==> config.mk <==
export PLATFORM = sky130hd
export DESIGN_NAME = mode_select_ctrl
export DESIGN_NICKNAME = d
export VERILOG_FILES = /design/src/rtl/mode_select_ctrl.sv
export SDC_FILE = /design/constraint.sdc
export NUM_CORES = 1
export LEC_CHECK = 0
export CAP_MARGIN = 20
export CORE_MARGIN = 4
export CORE_UTILIZATION = 50
export CTS_BUF_LIST = sky130_fd_sc_hd__clkbuf_8
export CTS_CLUSTER_SIZE = 28
export DETAILED_ROUTE_END_ITERATION = 6
export GPL_TIMING_DRIVEN = 0
export PLACE_DENSITY = 0.71
export SYNTH_ARGS = -nofsm -noshare
export SYNTH_HDL_FRONTEND = slang
export SYNTH_SLANG_ARGS = --single-unit
==> constraint.sdc <==
create_clock -name Clock -period 5.4 [get_ports Clock]
set_clock_uncertainty 0.05 [all_clocks]
set_input_delay 1.35 -clock Clock [delete_from_list [all_inputs] [get_ports Clock]]
set_output_delay 1.35 -clock Clock [all_outputs]
set_load 0.02 [all_outputs]
==> src/rtl/mode_select_ctrl.sv <==
// Mode selector: debounced Next/Prev keys step a wrap-around Selector.
// Ports: Clock, Reset(async low), KeyNext/KeyPrev(raw active-low), AutoMode -> Selector[7:0], Changed.
// Optional auto-advance timer enabled by defining AUTO_CYCLE_EN.
module mode_select_ctrl #(
  parameter int NUM_MODES       = 8,
  parameter int DEBOUNCE_CYCLES = 500000,
  parameter int AUTO_PERIOD     = 250000000
) (
  input  logic       Clock,
  input  logic       Reset,
  input  logic       KeyNext,
  input  logic       KeyPrev,
  input  logic       AutoMode,
  output logic [7:0] Selector,
  output logic       Changed
);

  localparam int DW = $clog2(DEBOUNCE_CYCLES + 1);
  localparam logic [DW-1:0] DMAX = DW'(DEBOUNCE_CYCLES - 1);
  localparam logic [7:0] SMAX = 8'(NUM_MODES - 1);

  typedef enum logic {
    RELEASED = 1'b0,
    PRESSED  = 1'b1
  } key_st_t;

  // bit 0 = Next, bit 1 = Prev
  logic [1:0]    raw;
  logic [1:0]    s1;
  logic [1:0]    s2;
  logic [1:0]    deb;
  logic [1:0]    strobe;
  logic [DW-1:0] cnt [2];
  key_st_t       st [2];
  key_st_t       st_nx [2];

  assign raw = {KeyPrev, KeyNext};

  always_ff @(posedge Clock or negedge Reset) begin
    if (!Reset) begin
      s1     <= '1;
      s2     <= '1;
      deb    <= '1;
      cnt[0] <= '0;
      cnt[1] <= '0;
    end else begin
      s1 <= raw;
      s2 <= s1;
      for (int k = 0; k < 2; k++) begin
        if (s2[k] == deb[k]) begin
          cnt[k] <= '0;
        end else if (cnt[k] == DMAX) begin
          deb[k] <= s2[k];
          cnt[k] <= '0;
        end else begin
          cnt[k] <= cnt[k] + 1'b1;
        end
      end
    end
  end

  always_ff @(posedge Clock or negedge Reset) begin
    if (!Reset) begin
      st[0] <= RELEASED;
      st[1] <= RELEASED;
    end else begin
      st[0] <= st_nx[0];
      st[1] <= st_nx[1];
    end
  end

  always_comb begin
    for (int k = 0; k < 2; k++) begin
      st_nx[k] = st[k];
      unique case (st[k])
        RELEASED: if (!deb[k]) st_nx[k] = PRESSED;
        PRESSED:  if (deb[k])  st_nx[k] = RELEASED;
      endcase
    end
  end

  always_comb begin
    for (int k = 0; k < 2; k++) begin
      strobe[k] = (st[k] == RELEASED) && !deb[k];
    end
  end

  logic any_press;
  logic do_next;
  logic do_prev;
  logic do_auto;

  assign any_press = |strobe;
  assign do_next   = strobe[0] & ~strobe[1];
  assign do_prev   = strobe[1] & ~strobe[0];

`ifdef AUTO_CYCLE_EN
  localparam int TW = $clog2(AUTO_PERIOD + 1);
  localparam logic [TW-1:0] TMAX = TW'(AUTO_PERIOD - 1);

  logic [TW-1:0] timer;
  logic          expire;

  assign expire = AutoMode && (timer == TMAX);
  // a manual press (even a cancelling double press) pre-empts expiry
  assign do_auto = expire & ~any_press;

  always_ff @(posedge Clock or negedge Reset) begin
    if (!Reset) begin
      timer <= '0;
    end else if (!AutoMode || any_press || expire) begin
      timer <= '0;
    end else begin
      timer <= timer + 1'b1;
    end
  end
`else
  logic unused_auto;

  assign unused_auto = AutoMode;
  assign do_auto     = 1'b0;
`endif

  logic [7:0] sel_nx;
  logic       chg_nx;

  always_comb begin
    sel_nx = Selector;
    chg_nx = 1'b0;
    unique case (1'b1)
      do_next, do_auto: begin
        sel_nx = (Selector == SMAX) ? 8'd0 : Selector + 8'd1;
        chg_nx = 1'b1;
      end
      do_prev: begin
        sel_nx = (Selector == 8'd0) ? SMAX : Selector - 8'd1;
        chg_nx = 1'b1;
      end
      default: ;
    endcase
  end

  always_ff @(posedge Clock or negedge Reset) begin
    if (!Reset) begin
      Selector <= 8'd0;
      Changed  <= 1'b0;
    end else begin
      Selector <= sel_nx;
      Changed  <= chg_nx;
    end
  end

endmodule

### Word-level counts from Yosys, hierarchy flattened

Index checks and enable logic that the tools add are counted.

| storage, ports and cells | value |
|---|---|
| register bits after elaboration | 55 |
| input port bits | 5 |
| output and inout bits | 9 |
| word-level logic and storage cells | 46 |

| cells by class | value |
|---|---|
| add/sub/neg operators | 4 |
| equality and inequality tests | 5 |
| muxes and demuxes | 10 |
| bitwise operators | 8 |
| reductions and logical operators | 9 |

Operators with widths:

| operator | count |
|---|---|
| $mux W19 | 4 |
| $add A19 B1 Y19 const B | 2 |
| $eq A19 B19 Y1 const B | 2 |
| $mux W8 | 2 |
| $pmux W8 S2 | 1 |
| $add A8 B1 Y8 const B | 1 |
| $eq A8 B3 Y1 const B | 1 |
| $logic_not A8 Y1 | 1 |
| $sub A8 B1 Y8 const B | 1 |
| $not A1 Y1 | 6 |
| $reduce_and A2 Y1 | 2 |
| $mux W1 | 3 |
| $and A1 B1 Y1 | 2 |
| $eq A1 B1 Y1 | 2 |
| $logic_and A1 B1 Y1 | 2 |
| $logic_not A1 Y1 | 2 |
| $reduce_bool A2 Y1 | 1 |
| $reduce_or A2 Y1 | 1 |

### Logic depth before layout (Yosys ltp)

| depth | value |
|---|---|
| depth in word-level cells | 6 |
| depth in mapped cells | 7 |
| mapped depth without buffers | 6 |

### Worst setup path before layout

OpenSTA, ideal clock, no wires.

| timing path | value |
|---|---|
| path type | register to register |
| from | register Selector[0] |
| to | register Selector[6] |
| setup time | 0.126 ns |
| arrival time | 1.787 ns |
| data required time | 5.224 ns |
| setup slack | 3.437 ns |
| stages on the path, launching flop included | 7 |
| path buffers | 0 |
| period minus slack after synthesis | 1.963 ns |
| cell sequence | dfrtp_1 -> inv_1 -> ha_1 -> nor3b_1 -> a21oi_2 -> a21o_1 -> a221o_1 |

| on the way | value |
|---|---|
| longest elaborated chain between the ends | 3 |
| elaborated cells between the ends (all ways) | 7 |
| those cells by class | add/sub: 2; eq/ne: 1; mux: 3; reduce/logical: 1 |

Ends and longest elaborated chain:

| what | line | RTL |
|---|---|---|
| from (decl) | 14 | `output logic [7:0] Selector,` |
| from (signal assigned) | 148 | `Selector <= sel_nx;` |
| $sub A8 B1 Y8 (tied with other cells) | 136 | `sel_nx = (Selector == 8'd0) ? SMAX : Selector - 8'd1;` |
| $mux W8, on equally long branches | 136, 132 |  |
| $pmux W8 S2 * | 130 | `unique case (1'b1)` |

Every way passes the cells marked *; elsewhere a longest branch is shown, timed or not.
A chain may end at the register's enable or synchronous reset.

### Final worst setup path

| timing path | value |
|---|---|
| from | register Selector[5] |
| to | output port Selector[5] |

No word-level cell between the ends.

==> key figures <==
Critical path
  • Max incr delay on CP: 670 ps
  • Worst path slowest cell: clkdlybuf4s50_1
  • Crit end category: output pin
  • Crit path cell chain: clkdlybuf4s50_1
  • Sum of buffers and inverters on the critical path: 1
  • Critical Path Start: Selector[5]
  • CP top delay family: buffers and inverters
  • Crit path launch type: register
  • Arrival @ worst endpoint: 1500 ps
  • Crit path required time: 4000 ps
  • CP max FO: 8
  • Crit Path Category: reg -> out
  • Source of the worst register-to-register timing path: cnt[19]

Yosys
  • Asr flop ratio synth: 100%
  • Cells after Synth: 297
  • Yosys cell types: 49
  • Synthesis-stage register bit count: 55
  • Post-synth net total: 308
  • Register area share after synthesis: 47.5%
  • Synth top area share: 42.1%
  • Synth Flop Type: dfrtp_1
  • Yosys top cell by area: dfrtp_1
  • Avg Cell Area, Syn: 9.81 sq um
  • EDFF count, synth: 0
  • Top post-synthesis cells by area: dfrtp_1 42%, dfstp_2 5.4%, xnor2_1 5.1%
  • Synthesis Warnings: 0
  • Synth Cell Area: 2910 sq um

STA
  • Hold_ws: 311 ps
  • RSZ-0062 raised after global routing: no
  • Hold Vio Cnt, Final: 0
  • Tcrit/Tclk final: 53.7%
  • Fmax: 345 MHz
  • Final slew viol count: 0
  • Rel. slew slack: 59.7%
  • Minimum clock period: 2900 ps
  • Worst slew pin tran: 599 ps
  • Final setup vio count: 0
  • Setup TNS: 0 ps

Power
  • Pwr/cell area: 220 nW/um^2
  • Tot Pwr: 0.000713 W
  • Peak VDD IR: 122 uV
  • Static Leak: 1.27 nW

Place
  • Dpl hpwl: 4000 um
  • Cell count after placement: 382
  • IO Port Bufs: 12
  • Placer congestion estimate: 0.885
  • Placement Cell Area: 3140 sq um

Route
  • Final wirelength: 5670 um
  • Drc violations: 0
  • First-pass DRT Iterations: 4
  • Starting DRT DRC Count: 87
  • DR vias: 2302
  • Antenna viol nets, final: 0
  • DR WL/cell: 14.5 um
  • Vias per std cell: 5.90

Floorplanning
  • Die outline height: 84.3 um
  • I/O Pins: 14
  • Initial Util: 52.3%
  • Die area: 7110 sq um
  • # rows: 27
  • Chip width: 84.3 um
  • Core ar.: 5570 sq um

Clock network
  • CTS Buffer Depth: 2
  • Cts bufs inserted: 5
  • Post-CTS Setup Inserts: 0
  • CTS Hold Bufs: 0
  • Cts repair resizes: 0
  • Worst-Skew Late Latency: 310 ps
  • Clk slew on worst S/H paths: 90 ps
  • Root Driver: clkbuf_8
  • CTS tree: built
  • Clock H-tree levels: 2
  • CTS Sinks: 55

GRT
  • Grt total ovfl: 0
  • Vias in the first global route: 2196
  • Total track usage: 17.4%
  • Initial antenna violation count: 0
  • Global-route wire length before repair: 10200 um
  • Largest net degree at the start of global routing: 39

Cells and area
  • Sequential cell area: 1380 sq um
  • Multi-input logic area: 1450 sq um
  • Final instance area: 3250 sq um
  • Most common cell after layout, fill and taps aside: dfrtp_1
  • Fraction of layout cells with a size suffix above 1: 9.43%
  • Area Growth Syn to Fin: 11.4%
  • Antenna Cells: 0
  • Most frequent cells in the layout: 49 x dfrtp_1, 36 x nor2_1, 19 x nand2_1, 17 x xnor2_1, 16 x nand3_1
  • Final #Nets: 328
  • Final-layout fill cell count: 506
  • Final std cells w/o fill: 390

Worst hold path
  • Min-delay worst type: reg -> reg
  • Hold Startpoint: s1[0]

Run
  • Max-cap violation count: 0

Status
  • Outcome: completed
## area by class of cell
class / count / share of cell area, %
multi-input cells: 221 / 44.6
flip-flops and latches: 55 / 42.6
repair buffers: 13 / 4.16
well taps: 72 / 2.78
clock buffers: 5 / 2.12
plain buffers: 10 / 1.31
inverters: 11 / 1.27
clock inverters: 3 / 1.16
## cell usage after synthesis (all sizes together), types with 7 or more instances
library cell   n
nand2         19
xnor2         17
inv           11
nor4           9
nor2          36
or4            7
nand3         17
xor2          12
a21oi         13
o21ai          9
o31ai          7
nand4         10
dfrtp         49
## where the power goes
part	switching (W)	total, W	internal (W)	leakage (nW)
sequential	0.00000484	0.000423	0.000418	0.732
combinational	0.0000170	0.0000250	0.00000796	0.481
clock	0.000130	0.000265	0.000135	0.0607
## flip-flops by register name, indices dropped and copies added, names as in the netlist
name	cells
s1	2
Selector	8
st	2
cnt	38
deb	2
Changed	1
s2	2
## per-stage QoR
step | setup slack [ps] | utilization [%]
finish | 2500 | 58.2
CTS | 2470 | 58.2
detailed placement | 2810 | 56.3
floorplan | 3440 | -
global placement | 1290 | 56.0
global route | 2430 | 58.2
## worst paths after layout
kind                       slack (ps)           to  cells past startpoint
setup reg to reg                 3230      cnt[33]                      6
max in group asynchronous        3780       deb[0]                      2
hold reg to reg                   310        s2[0]                      0
setup / recovery                 2500  Selector[5]                      1
min in group asynchronous         910      cnt[10]                      1
hold / removal                    310        s2[0]                      0
## cell families after synthesis
| kind of cell | count (synthesis) | share of synthesized area, % |
|---|---|---|
| compound gates | 50 | 12.1 |
| simple gates | 134 | 25.5 |
| xor+xnor | 29 | 8.72 |
| buf+inv | 21 | 2.88 |
| flops | 55 | 47.5 |
| fa+ha+maj | 6 | 2.58 |
| mux | 2 | 0.773 |
## routing by layer
metal	track usage [%]	share of wire [%]	vias up
met5	0	0	-
met4	6.33	2.1	0
met3	3.73	4.6	11
met2	26.8	45	57
met1	24.2	48	1110
li1	-	-	1124
No activity file was read; power rests on OpenSTA's default activity.
